`config.mk`:
```
export PLATFORM = sky130hd
export DESIGN_NAME = debug_dump_sequencer
export DESIGN_NICKNAME = d
export VERILOG_FILES = /design/src/rtl/debug_dump_sequencer.sv
export SDC_FILE = /design/constraint.sdc
export NUM_CORES = 1
export LEC_CHECK = 0
export BUFFER_PORTS_ARGS = -buffer_cell sky130_fd_sc_hd__buf_2
export CELL_PAD_IN_SITES_DETAIL_PLACEMENT = 1
export CELL_PAD_IN_SITES_GLOBAL_PLACEMENT = 1
export CORE_ASPECT_RATIO = 0.9
export CORE_MARGIN = 10
export CORE_UTILIZATION = 40
export CTS_CLUSTER_SIZE = 40
export DETAILED_ROUTE_END_ITERATION = 12
export GPL_TIMING_DRIVEN = 0
export PLACE_DENSITY_LB_ADDON = 0.15
export SYNTH_ARGS = -nofsm -noshare
export SYNTH_HDL_FRONTEND = slang
export SYNTH_SLANG_ARGS = --single-unit
```
`constraint.sdc`:
```
create_clock -name i_clk -period 4.15 [get_ports i_clk]
set_input_delay 0.415 -clock i_clk [delete_from_list [all_inputs] [get_ports i_clk]]
set_output_delay 0.415 -clock i_clk [all_outputs]
set_load 0.01 [all_outputs]
```
`src/rtl/debug_dump_sequencer.sv`:
```
// rtl/debug_dump_sequencer.sv - dumps register file, data memory and pipeline latches word-by-word into the rx buffer
// Define DUMP_CHECKSUM_EN to append a final XOR checksum word (sel=11, addr=0).
module debug_dump_sequencer #(
  parameter int DATA_WIDTH  = 32,
  parameter int REG_COUNT   = 32,
  parameter int MEM_WORDS   = 32,
  parameter int LATCH_WORDS = 8,
  parameter int ADDR_WIDTH  = 5
) (
  input  logic                  i_clk,
  input  logic                  i_reset,
  input  logic                  i_dump_req,
  input  logic                  i_dump_abort,
  input  logic [DATA_WIDTH-1:0] i_src_data,
  input  logic                  i_buf_empty,
  output logic [1:0]            o_src_sel,
  output logic [ADDR_WIDTH-1:0] o_src_addr,
  output logic                  o_buf_start,
  output logic [DATA_WIDTH-1:0] o_buf_data,
  output logic                  o_busy,
  output logic                  o_done,
  output logic                  o_aborted,
  output logic [7:0]            o_word_count
);

  typedef enum logic [2:0] {
    S_IDLE,
    S_ADDR,
    S_CAPTURE,
    S_LOAD,
    S_WAIT,
    S_FINISH
  } state_t;

  localparam logic [1:0] SEL_REG   = 2'b00;
  localparam logic [1:0] SEL_MEM   = 2'b01;
  localparam logic [1:0] SEL_LATCH = 2'b10;
`ifdef DUMP_CHECKSUM_EN
  localparam logic [1:0] SEL_CSUM  = 2'b11;
`endif

  localparam logic [ADDR_WIDTH-1:0] REG_LAST   = ADDR_WIDTH'(REG_COUNT - 1);
  localparam logic [ADDR_WIDTH-1:0] MEM_LAST   = ADDR_WIDTH'(MEM_WORDS - 1);
  localparam logic [ADDR_WIDTH-1:0] LATCH_LAST = ADDR_WIDTH'(LATCH_WORDS - 1);

  state_t                  state, state_nxt;
  logic [1:0]              sel_q;
  logic [ADDR_WIDTH-1:0]   addr_q;
  logic [DATA_WIDTH-1:0]   data_q;
  logic [7:0]              count_q;
  logic                    abort_q;
  logic                    finish_abort_q;
  logic                    abort_now;
  logic                    last_word;
  logic                    accept;
  logic                    advance;
`ifdef DUMP_CHECKSUM_EN
  logic [DATA_WIDTH-1:0]   csum_q;
`endif

  assign abort_now = abort_q | i_dump_abort;

`ifdef DUMP_CHECKSUM_EN
  assign last_word = (sel_q == SEL_CSUM);
`else
  assign last_word = (sel_q == SEL_LATCH) && (addr_q == LATCH_LAST);
`endif

  always_ff @(posedge i_clk or posedge i_reset) begin
    if (i_reset) state <= S_IDLE;
    else         state <= state_nxt;
  end

  always_comb begin
    state_nxt   = state;
    o_buf_start = 1'b0;
    o_busy      = 1'b1;
    o_done      = 1'b0;
    o_aborted   = 1'b0;
    accept      = 1'b0;
    advance     = 1'b0;
    case (state)
      S_IDLE: begin
        o_busy = 1'b0;
        if (i_dump_req && i_buf_empty) begin
          accept    = 1'b1;
          state_nxt = S_ADDR;
        end
      end
      S_ADDR:    state_nxt = S_CAPTURE;
      S_CAPTURE: state_nxt = S_LOAD;
      S_LOAD: begin
        o_buf_start = 1'b1;
        state_nxt   = S_WAIT;
      end
      S_WAIT: begin
        // A pending abort only takes effect once the current word has drained.
        if (i_buf_empty) begin
          if (last_word || abort_now) begin
            state_nxt = S_FINISH;
          end else begin
            advance   = 1'b1;
            state_nxt = S_ADDR;
          end
        end
      end
      S_FINISH: begin
        o_busy    = 1'b0;
        o_done    = ~finish_abort_q;
        o_aborted = finish_abort_q;
        state_nxt = S_IDLE;
      end
      default: state_nxt = S_IDLE;
    endcase
  end

  always_ff @(posedge i_clk or posedge i_reset) begin
    if (i_reset) begin
      sel_q          <= SEL_REG;
      addr_q         <= '0;
      data_q         <= '0;
      count_q        <= '0;
      abort_q        <= 1'b0;
      finish_abort_q <= 1'b0;
`ifdef DUMP_CHECKSUM_EN
      csum_q         <= '0;
`endif
    end else if (accept) begin
      sel_q   <= SEL_REG;
      addr_q  <= '0;
      count_q <= '0;
      abort_q <= 1'b0;
`ifdef DUMP_CHECKSUM_EN
      csum_q  <= '0;
`endif
    end else begin
      if (state != S_IDLE && i_dump_abort) abort_q <= 1'b1;

      if (state == S_CAPTURE) begin
`ifdef DUMP_CHECKSUM_EN
        data_q <= (sel_q == SEL_CSUM) ? csum_q : i_src_data;
        if (sel_q != SEL_CSUM) csum_q <= csum_q ^ i_src_data;
`else
        data_q <= i_src_data;
`endif
      end

      if (o_buf_start && count_q != 8'hFF) count_q <= count_q + 8'd1;

      // Last word wins over a simultaneous abort.
      if (state == S_WAIT && i_buf_empty) finish_abort_q <= abort_now && !last_word;

      if (advance) begin
        case (sel_q)
          SEL_REG: begin
            if (addr_q == REG_LAST) begin
              sel_q  <= SEL_MEM;
              addr_q <= '0;
            end else begin
              addr_q <= addr_q + 1'b1;
            end
          end
          SEL_MEM: begin
            if (addr_q == MEM_LAST) begin
              sel_q  <= SEL_LATCH;
              addr_q <= '0;
            end else begin
              addr_q <= addr_q + 1'b1;
            end
          end
          default: begin
`ifdef DUMP_CHECKSUM_EN
            if (addr_q == LATCH_LAST) begin
              sel_q  <= SEL_CSUM;
              addr_q <= '0;
            end else begin
              addr_q <= addr_q + 1'b1;
            end
`else
            addr_q <= addr_q + 1'b1;
`endif
          end
        endcase
      end
    end
  end

  assign o_src_sel    = sel_q;
  assign o_src_addr   = addr_q;
  assign o_buf_data   = data_q;
  assign o_word_count = count_q;

endmodule

```
### Word level (Yosys, flattened, before mapping)

Cells that the tools add are included.

| storage, ports and cells | value |
|---|---|
| flip-flop bits (word level) | 52 |
| input bits | 37 |
| output and inout bits | 51 |
| word-level logic and storage cells | 73 |

| operators by class | value |
|---|---|
| add/subtract/negate cells | 2 |
| eq/ne operators | 14 |
| multiplexer cells | 26 |
| bitwise logic cells | 3 |
| reductions and logical operators | 21 |

Operators by type and width:

| cell | count |
|---|---|
| 5-bit 2-to-1 mux | 4 |
| 8-bit 2-to-1 mux | 2 |
| 3-bit case mux with 5 select lines | 1 |
| 1-bit 2-to-1 mux | 11 |
| 3-bit 2-to-1 mux | 3 |
| 8-bit by 1-bit adder with 8-bit output (second input constant) | 1 |
| 2-bit 2-to-1 mux | 4 |
| 8-bit != test (second input constant) | 1 |
| 3-bit by 2-bit == test with 1-bit output (second input constant) | 2 |
| 3-bit == test (second input constant) | 2 |
| 1-bit logical AND | 6 |
| 3-bit != test (second input constant) | 2 |
| 2-bit AND reduction | 3 |
| 2-bit nonzero test | 3 |
| 3-bit nonzero test | 2 |
| 5-bit by 1-bit adder with 5-bit output (second input constant) | 1 |
| 5-bit by 3-bit == test with 1-bit output (second input constant) | 1 |
| 5-bit == test (second input constant) | 1 |
| 2-bit != test (second input constant) | 2 |
| 2-bit case mux with 2 select lines | 1 |
| 4-bit AND reduction | 1 |
| 2-bit OR reduction | 2 |
| 3-bit by 1-bit == test with 1-bit output (second input constant) | 1 |
| 3-bit zero test | 1 |
| other kinds (7) | 8 |

### Longest topological paths before layout

Gate-level depths: netlist (run 1).

| logic depth | value |
|---|---|
| depth after elaboration | 8 |
| mapped depth | 7 |
| gate-level depth less buffers | 7 |

### Worst setup path after synthesis (run 1)

OpenSTA, ideal clock, no wires.

| timing path | value |
|---|---|
| path kind | register to register |
| start point | register addr_q[0] (netlist: o_src_addr[0]) |
| end point | register addr_q[2] (netlist: o_src_addr[2]) |
| library setup time | 0.077 ns |
| arrival time | 1.741 ns |
| required time | 4.073 ns |
| path slack | 2.332 ns |
| stages on the path, launching flop included | 7 |
| path buffers | 0 |
| period minus slack after synthesis | 1.818 ns |
| path through | dfrtp_1 -> ha_1 -> and3_1 -> ha_1 -> nor2b_1 -> or3b_2 -> a21oi_1 |

| on the way | value |
|---|---|
| cells in the longest elaborated chain, start to end | 7 |
| elaborated cells on any way between the ends | 13 |
| those cells by class | add/sub (1); eq/ne (2); mux (7); reduce/logical (3) |

RTL lines:

| what | RTL line | text |
|---|---|---|
| start, declared | 48 | `logic [ADDR_WIDTH-1:0] addr_q;` |
| start signal, assigned | 160 | `addr_q <= addr_q + 1'b1;` |
| start signal, assigned | 168 | `addr_q <= addr_q + 1'b1;` |
| start signal, assigned | 180 | `addr_q <= addr_q + 1'b1;` |
| parallel branches: the longest is 7 deep, another holds 5-bit by 1-bit adder with 5-bit output | - |  |

Parallel ways; which one is timed is not known. The select of a mux whose other input is x is not followed.
A chain may end at the register's enable or synchronous reset.

### Worst setup path after layout (run 1)

| timing path | value |
|---|---|
| start point | register state[2] |
| end point | output port o_busy |

| on the way | value |
|---|---|
| cells in the longest elaborated chain, start to end | 3 |
| elaborated cells on any way between the ends | 4 |
| those cells by class | eq/ne (1); mux (1); reduce/logical (2) |

RTL lines:

| what | RTL line | text |
|---|---|---|
| start, declared | 46 | `state_t state, state_nxt;` |
| start signal, assigned | 71 | `else state <= state_nxt;` |
| 3-bit == test or 3-bit zero test (tied branches) | 82 | `case (state)` |
| 2-bit OR reduction (no source line) (*) | - |  |
| 1-bit 2-to-1 mux (*) | 82 |  |
| end, declared | 20 | `output logic o_busy,` |

Every way passes the cells marked *; elsewhere a longest branch is shown, timed or not.

==> results of run 1 <==
[flip-flops by register name, indices dropped and copies added (netlist names)]
| name | flops |
|---|---|
| finish_abort_q | 1 |
| state | 3 |
| o_buf_data | 32 |
| o_word_count | 8 |
| o_src_addr | 5 |
| abort_q | 1 |
| o_src_sel | 2 |
[metal layers]
| layer | track usage | vias up |
|---|---|---|
| li1 | - | 845 |
| met4 | 0.0424 | 0 |
| met5 | 0 | - |
| met2 | 0.205 | 57 |
| met3 | 0.0691 | 8 |
| met1 | 0.143 | 889 |
[cell families (layout without fill, tap and decap cells)]
group | after synthesis | after routing
mux | 38 | 38
fa+ha+maj | 3 | 3
flops | 52 | 52
compound gates | 23 | 23
buf+inv | 11 | 107
simple gates | 53 | 53
xor+xnor | 4 | 4
[critical path, stage by stage, from the launching register on]
cell and delay [ns]:
dfrtp_1 0.42, clkbuf_1 0.21, or2_2 0.31, a21o_1 0.17
buf_2 0.14
[cells in the mapped netlist (2+ instances only)]
library cell / instances / share of area
buf_2: 4 / 0.0086
ha_1: 3 / 0.016
mux2i_1: 5 / 0.021
o21ai_0: 5 / 0.011
nand2_1: 11 / 0.018
a31o_2: 2 / 0.0075
dfrtp_1: 52 / 0.56
nor3_1: 3 / 0.0064
nor2b_1: 2 / 0.0054
nor2_1: 13 / 0.021
or3_1: 2 / 0.0054
and3_1: 2 / 0.0054
nand3_1: 4 / 0.0086
inv_1: 3 / 0.0048
xnor2_1: 2 / 0.0075
nor4b_2: 2 / 0.013
nand4_1: 2 / 0.0054
nor3b_1: 2 / 0.0064
a21oi_1: 7 / 0.015
mux2_2: 33 / 0.16
o211ai_1: 2 / 0.0064
nand3b_1: 2 / 0.0064
xor2_1: 2 / 0.0075
[final timing paths]
kind / endpoint / slack, ns / depth (start not counted)
max: o_busy / 2.18 / 4
min: o_buf_data[13] / 0.16 / 2
max reg2reg: o_src_addr[2] / 2.19 / 6
min reg2reg: o_buf_data[30] / 0.51 / 1
max in group asynchronous: o_buf_data[2] / 3.45 / 3
min in group i_clk: o_buf_data[10] / 0.34 / 2
[power breakdown]
group	switching (mW)	leakage (nW)	total (mW)	internal (mW)
clock network	0.163	0.0552	0.342	0.179
logic	0.421	0.750	0.871	0.450
registers	0.121	0.632	0.837	0.717
total	0.705	1.44	2.05	1.35
[cell usage in the layout (no fill, tap or decap), drive strengths merged, types with 3 or more instances in the layout]
master and count:
o21ai 6, ha 3, buf 94, nor3b 3, nor2 13, nor3 3
a21oi 7, nand2 11, mux2i 5, inv 4, nand3 4, mux2 33
dfrtp 52, clkbuf 7
[through the flow]
stage / utilization / cell area (um^2) / power, mW / hold WS [ns]
6_report: 0.527 / 2980 / 2.05 / 0.162
3_5_place_dp: 0.508 / 2880 / 1.75 / 0.491
5_1_grt: 0.527 / 2980 / 2.21 / 0.184
2_1_floorplan: - / 2330 / 1.40 / 0.473
4_1_cts: 0.527 / 2980 / 2.10 / 0.171
3_3_place_gp: 0.505 / 2860 / 1.71 / 0.484
[final cells by class]
type / instances / area (um^2)
plain buffers: 7 / 42.5
well taps: 70 / 87.6
clock inverters: 2 / 35.0
repair buffers: 88 / 455
flip-flops and latches: 52 / 1300
inverters: 4 / 15.0
clock buffers: 6 / 72.6
fillers: 650 / 2680
multi-input cells: 121 / 975
==> impl_metrics.yaml, run 1 <==
clock_network:
  clk_pin_slew_ns: 0.09
  numClockSinks: 52
  clk_latency_ns: 0.30
  hold_buffers: 0
  total_cts_buffers: 5
  cts_tree: "done"
  post_cts_sizing: 0
  maximum_clock_insertion_buffer_count: 2
  postCtsSetupBuffers: 0
  clock-root-buffer: "clkbuf_8"
  number_of_levels_in_the_clock_h_tree: 2
detailed_routing:
  drtIter0Drc: 30
  routedWlPerCell_um: 16.7
  met1Wirelength_um: 2370
  via_per_inst: 5.14
  drtAntennaViolNets: 0
  maxUsedRoutingLayer: "met4"
  met2_length_um: 2760
  detail_route.wirelength_um: 5840
  vias: 1799
  detailroute.wirelength.met3_um: 650
  drcViolationCount: 0
  detail_route.first_pass.iterations: 4
timing:
  final_min_period_over_clock_period: 0.474
  setup_viol: 0
  number_of_endpoints_with_negative_hold_slack_in_the_final_report: 0
  setup_repair_after_global_routing_missed_its_margin: "false"
  least_margin_pin_slew_ns: 0.573
  timing.max_slew.rel_slack: 0.617
  final.setup.worst_slack_ns: 2.18
  final-max-slew-violation-count: 0
  min_period_ns: 1.97
  finalClockSkew_ns: 0.00455
  setup-tns-final_ns: 0
  max_clock_freq_mhz: 508
setup_path:
  cp-end-kind: "output port"
  data_arrival_time_of_the_worst_path_ns: 1.55
  regToRegStartpoint: "o_src_addr[0]"
  critical_path_required_ns: 3.73
  timing.critical_path.from_type: "flop"
  critical_path_class: "reg -> out"
  cp_max_fo: 10
  timing.critical_path.from: "state[2]"
yosys:
  synth.cell_area_um2: 2330
  post_synth_mux_area_share: 0.181
  synth_seq_area_share: 0.558
  syn_nets: 224
  synthXorXnorAreaFrac: 0.0150
  postSynth.asyncResetShare: 1.00
  post_synth_fa_ha_maj_area_fraction: 0.0161
  syn_avg_cell_area_um2: 12.7
  ys.flop_type: "dfrtp_1"
  main_combinational_cell_family_by_area_after_synthesis: "multiplexers"
  synth_area_in_simple_gates: 0.138
  synth-compound-area-share: 0.0681
  synth-edff-count: 0
  netlist-cell-type-count: 42
  postSynthCellCount: 184
  synth-warning-count: 0
  yosys_register_bits: 52
power:
  power.static_leakage_nw: 1.44
  power-per-cell-area_nw_per_um2: 687
  vdd.ir_drop.worst_mv: 0.394
layout:
  antenna-diode-count: 0
  synthToLayoutAreaGrowth_pct: 27.9
  final_net_count: 319
  post_layout_nonfiller_instances: 350
  final_layout_size_suffix_gt1_frac: 0.521
global_route:
  grt_first_pass_wirelength_um: 9760
  antenna_found_initial: 0
  gr-total-overflow: 0
  grt_pass1_vias: 1974
  grt_max_degree: 29
  globalRouteTotalUtil: 0.128
place:
  io_buffers: 87
  finalWeightedCongestion: 0.752
  dpl.cell_count: 342
  pre_cts_ws_ns: 2.25
  dpl.hpwl_um: 4650
floorplan:
  die_width_um: 101
  die_y_um: 92.5
  design.portCount: 88
  die-area_um2: 9290
  placementRows: 26
  floorplan.initialDensity: 0.412
  core_um2: 5660
hold_path:
  worstHoldPathType: "in -> async"
flow_run:
  drv.max_cap_violation_count: 0
outcome:
  outcome: "complete, no violations"
(Power assumes the default switching activity.)
==> run 2, diff against run 1 <==
Settings changed: CORE_UTILIZATION 40 to 37.
Clock period 4.15 ns to 1.94 ns, I/O delays scaled along.
==> run 2 against run 1 <==
- die area increased by 6.4%
- total power grew 110%
- utilization fell by 2.8 points
- hold slack got worse by 0.046 ns
- routed wire length rose by 7.4%
- global-route usage shrank 0.13 points
- non-clock buffer count grew 3
- setup slack got worse by 2.1 ns
- sequential power is 110% higher
- first-iteration DRC count rose by 10%
- critical path type is now reg -> reg
==> impl_metrics.yaml, run 2 (synthesis results as in run 1) <==
outcome:
  outcome: "complete, no violations"
clock_network:
  maximum_clock_insertion_buffer_count: 2
  clk_latency_ns: 0.30
  number_of_levels_in_the_clock_h_tree: 2
  total_cts_buffers: 5
  numClockSinks: 52
  clock-root-buffer: "clkbuf_8"
  clk_pin_slew_ns: 0.10
  cts_tree: "done"
detailed_routing:
  detail_route.wirelength_um: 6270
  vias: 1795
  detail_route.first_pass.iterations: 3
  drtAntennaViolNets: 0
  routedWlPerCell_um: 17.0
  drtIter0Drc: 33
  drcViolationCount: 0
  via_per_inst: 4.85
hold_path:
  worstHoldPathType: "in -> reg"
  min_path_cells: 2
setup_path:
  critical-path-max-stage-delay_ns: 0.46
  critical_path_class: "reg -> reg"
  cp-end-kind: "flop"
  cp.depth: 6
  worst_path_max_delay_cell: "dfrtp_2"
  critical_path.cell_chain: "ha_4, and3_1, ha_1, nor2b_4, or3b_2, a21oi_2"
  timing.critical_path.from_type: "flop"
  worst_r2r_path_depth: 6
  critPathTopFamily: "simple AND/OR/NAND/NOR gates"
  cp_max_fo: 6
  critical_path_required_ns: 2.17
  critical_path.n_buffers_inverters: 0
  data_arrival_time_of_the_worst_path_ns: 2.05
global_route:
  grt_util_met2: 0.236
  met3_usage: 0.0445
  grt_max_degree: 33
  antenna_found_initial: 0
  globalRouteTotalUtil: 0.127
  grt_pass1_vias: 1987
  global_route.usage.met1: 0.136
  busiest_grt_layer: "met2"
  grt_first_pass_wirelength_um: 10200
  gr-total-overflow: 0
timing:
  number_of_endpoints_with_negative_hold_slack_in_the_final_report: 0
  least_margin_pin_slew_ns: 0.481
  final-max-slew-violation-count: 0
  setup_viol: 0
  timing.max_slew.rel_slack: 0.678
  setup_repair_after_global_routing_missed_its_margin: "false"
  max_clock_freq_mhz: 550
  worst_hold_slack_ns: 0.115
  finalClockSkew_ns: 0.00531
  final_min_period_over_clock_period: 0.937
  setup-tns-final_ns: 0
  min_period_ns: 1.82
power:
  vdd.ir_drop.worst_mv: 0.762
  power-per-cell-area_nw_per_um2: 1440
  overall_power_mw: 4.38
  power.static_leakage_nw: 1.45
floorplan:
  die-area_um2: 9890
  floorplan.initialDensity: 0.382
  die_width_um: 104
  design.portCount: 88
  core_um2: 6110
  placementRows: 27
  die_y_um: 95.3
place:
  io_buffers: 87
  dpl.hpwl_um: 4860
  finalWeightedCongestion: 0.711
  dpl.cell_count: 359
  place_area_um2: 2900
layout:
  num-fill-cells: 673
  layout.cells.most_common: "buf_2"
  final_layout_size_suffix_gt1_frac: 0.541
  antenna-diode-count: 0
  final_net_count: 322
  fin_area_um2: 3050
  synthToLayoutAreaGrowth_pct: 30.7
  layout_common_cells: "91 x buf_2, 51 x dfrtp_1, 33 x mux2_2"
  post_layout_nonfiller_instances: 370
  largest_register_ffs: 32
flow_run:
  drv.max_cap_violation_count: 0
## run 2: cell count changes in the layout (fill, tap and decap cells not counted), sizes merged
| cell | change |
|---|---|
| buf | +2 |
| bufinv | -1 |
| dlygate4sd3 | +1 |
| inv | +1 |
## run 2: repair_timing
action	CTS	global route
endpoints found under the setup margin	1	34
endpoints found under the hold margin	20	0
setup buffers	1	1
hold buffers	1	0
gates resized for setup	0	7
## run 2: path summary, 6_finish.rpt
kind | endpoint | start | slack [ns]
max | o_src_addr[2] | o_src_addr[1] | 0.12
min in group asynchronous | o_buf_data[1] | i_reset | 0.45
max reg2reg | o_src_addr[2] | o_src_addr[1] | 0.12
min | o_buf_data[28] | i_src_data[28] | 0.12
max in group asynchronous | o_src_addr[1] | i_reset | 0.94
min reg2reg | o_buf_data[4] | o_buf_data[4] | 0.51
## run 2: layout make-up
cell class	instances	area (um^2)	area share
Buffer	7	42.5	0.0139
Clock buffer	6	82.6	0.0271
Clock inverter	2	13.8	0.00451
Inverter	4	15.0	0.00492
Multi-Input combinational cell	121	1000	0.329
Sequential cell	52	1300	0.427
Tap cell	87	109	0.0357
Timing Repair Buffer	91	480	0.158
## run 2: routing by layer
metal	vias to the layer above	routed length [um]
met5	-	0
met4	0	121
met3	10	381
met2	46	3230
met1	893	2540
li1	846	-
## run 2: power by group
group	switching, mW	total [mW]	internal, mW
Sequential	0.258	1.79	1.53
Combinational	0.945	1.93	0.985
Clock	0.363	0.656	0.293
Total	1.57	4.38	2.81
## run 2: worst register-to-register path: stages (launching register included)
cell	delay (ns)
dfrtp_2	0.46
ha_4	0.18
and3_1	0.18
ha_1	0.21
nor2b_4	0.15
or3b_2	0.45
a21oi_2	0.12
## run 2: per-stage QoR
stage	utilization	setup slack, ns
detailed placement	0.474	0.0166
floorplan	-	0.122
finish	0.499	0.123
CTS	0.493	0.0159
global placement	0.471	-0.306
global route	0.499	0.00559
==> run 3, diff against run 2 <==
Settings changed: SETUP_SLACK_MARGIN from default to 0.4.
==> run 3 against run 2 <==
- utilization increased by 9.4 points
- clock power decreased by 3.5%
- global-route usage increased by 0.70 points
- total power increased by 21%
- clock skew increased by 0.00054 ns
- register-to-register slack improved by 0.15 ns
- critical path depth unchanged
- largest cell class unchanged
==> impl_metrics.yaml, run 3 (synthesis results as in run 1) <==
layout:
  antenna-diode-count: 0
  final_net_count: 351
  layout_common_cells: "86 x buf_2, 50 x dfrtp_1, 27 x mux2_4"
  synthToLayoutAreaGrowth_pct: 55.3
  layout.cells.most_common: "buf_2"
  num-fill-cells: 644
  largest_register_ffs: 32
  final_layout_size_suffix_gt1_frac: 0.641
clock_network:
  clk_latency_ns: 0.31
  total_cts_buffers: 5
  maximum_clock_insertion_buffer_count: 2
  clock-root-buffer: "clkbuf_8"
  clk_pin_slew_ns: 0.10
  cts_tree: "done"
  numClockSinks: 52
  number_of_levels_in_the_clock_h_tree: 2
power:
  switching_power_mw: 1.83
  internal_power_mw: 3.47
  vdd.ir_drop.worst_mv: 0.846
  overall_power_mw: 5.30
  power-per-cell-area_nw_per_um2: 1460
  share_clk_of_total_power: 0.120
  power.switching_fraction: 0.345
  power.static_leakage_nw: 1.75
  pwr-share-comb: 0.539
  power_frac_seq: 0.341
global_route:
  grt_max_degree: 37
  antenna_found_initial: 0
  grt_first_pass_wirelength_um: 10800
  grt_pass1_vias: 2105
  gr-total-overflow: 0
  globalRouteTotalUtil: 0.134
detailed_routing:
  vias: 1940
  drcViolationCount: 0
  drtIter0Drc: 57
  routedWlPerCell_um: 18.0
  detail_route.first_pass.iterations: 4
  detail_route.wirelength_um: 7200
  drtAntennaViolNets: 0
  via_per_inst: 4.86
setup_path:
  critical-path-max-stage-delay_ns: 0.43
  critical_path.cell_chain: "clkbuf_8, buf_12, nor3b_4, buf_6, buf_8, mux2_2"
  cp_max_fo: 5
  timing.critical_path.from_type: "flop"
  critical_path_required_ns: 2.13
  worst_path_max_delay_cell: "dfrtp_1"
  data_arrival_time_of_the_worst_path_ns: 1.86
  cp-end-kind: "flop"
  worst_r2r_path_depth: 6
  critical_path_class: "reg -> reg"
floorplan:
  placementRows: 27
  floorplan.initialDensity: 0.382
  design.portCount: 88
  die-area_um2: 9890
  die_y_um: 95.3
  core_um2: 6110
  die_width_um: 104
outcome:
  outcome: "complete, no violations"
timing:
  setup_repair_after_global_routing_missed_its_margin: "true"
  timing.max_slew.rel_slack: 0.736
  worst_hold_slack_ns: 0.109
  max_clock_freq_mhz: 598
  final-max-slew-violation-count: 0
  final_min_period_over_clock_period: 0.861
  least_margin_pin_slew_ns: 0.395
  number_of_endpoints_with_negative_hold_slack_in_the_final_report: 0
  setup_viol: 0
  finalClockSkew_ns: 0.00585
  min_period_ns: 1.67
place:
  finalWeightedCongestion: 0.723
  dpl.hpwl_um: 4750
  io_buffers: 87
flow_run:
  drv.max_cap_violation_count: 0
hold_path:
  worstHoldPathType: "in -> reg"
  min_path_cells: 2
-- run 3: cell types whose count changed in the layout (fill, tap and decap cells not counted), moves of 5 or more --
cell    delta
buf_2      -5
mux2_2    -27
buf_6      +8
buf_4     +18
mux2_4    +27
-- run 3: routing by layer --
layer | track usage | up-vias | routed length [um]
li1 | - | 904 | -
met1 | 0.155 | 970 | 3050
met2 | 0.219 | 57 | 3480
met3 | 0.0620 | 9 | 581
met4 | 0.0428 | 0 | 96
met5 | 0 | - | 0
-- run 3: path summary, 6_finish.rpt --
path	from	endpoint	slack [ns]
setup / recovery	state[2]	o_buf_data[14]	0.27
hold / removal	i_src_data[19]	o_buf_data[19]	0.11
setup reg to reg	state[2]	o_buf_data[14]	0.27
hold reg to reg	o_buf_data[18]	o_buf_data[18]	0.51
max in group asynchronous	i_reset	o_src_addr[4]	0.99
min in group asynchronous	i_reset	o_buf_data[23]	0.41
-- run 3: worst max-delay path, delay by kind of cell, from the launching register on --
family	cells	cell delay, ns
simple gates	1	0.21
flops	1	0.43
mux	1	0.33
buf+inv	4	0.59
-- run 3: through the flow --
stage	cells	TNS, ns	setup WS (ns)	area [um^2]	utilization
after floorplan	184	0	0.286	2370	-
after global placement	358	-16.49	-0.320	2920	0.477
after detailed placement	359	0	0.000562	2940	0.480
after CTS	383	0	0.280	3280	0.536
after global routing	399	0	0.226	3620	0.593
final	399	0	0.269	3620	0.593
-- run 3: layout make-up --
| type | instances | area [um^2] | area share |
|---|---|---|---|
| Inverter | 4 | 15.0 | 0.00414 |
| Tap cell | 87 | 109 | 0.0300 |
| Clock buffer | 6 | 72.6 | 0.0200 |
| Buffer | 7 | 92.6 | 0.0256 |
| Multi-Input combinational cell | 121 | 1210 | 0.335 |
| Sequential cell | 52 | 1300 | 0.360 |
| Clock inverter | 2 | 16.3 | 0.00449 |
| Timing Repair Buffer | 120 | 801 | 0.221 |
-- run 3: timing repair --
item	in CTS	in global routing
endpoints found under the hold margin	16	0
endpoints found under the setup margin	48	52
pin swaps	8	17
setup buffers	15	13
gates resized for setup	26	47
gates cloned	0	3
hold buffers	1	0
-- run 3: power by group through the flow --
stage	registers, mW	clock network (mW)	logic (mW)
CTS	1.79	0.651	2.27
global route	1.88	0.715	3.07
detailed placement	1.82	0	1.96
floorplan	1.99	0	1.03
global placement	1.79	0	1.90
finish	1.81	0.633	2.86
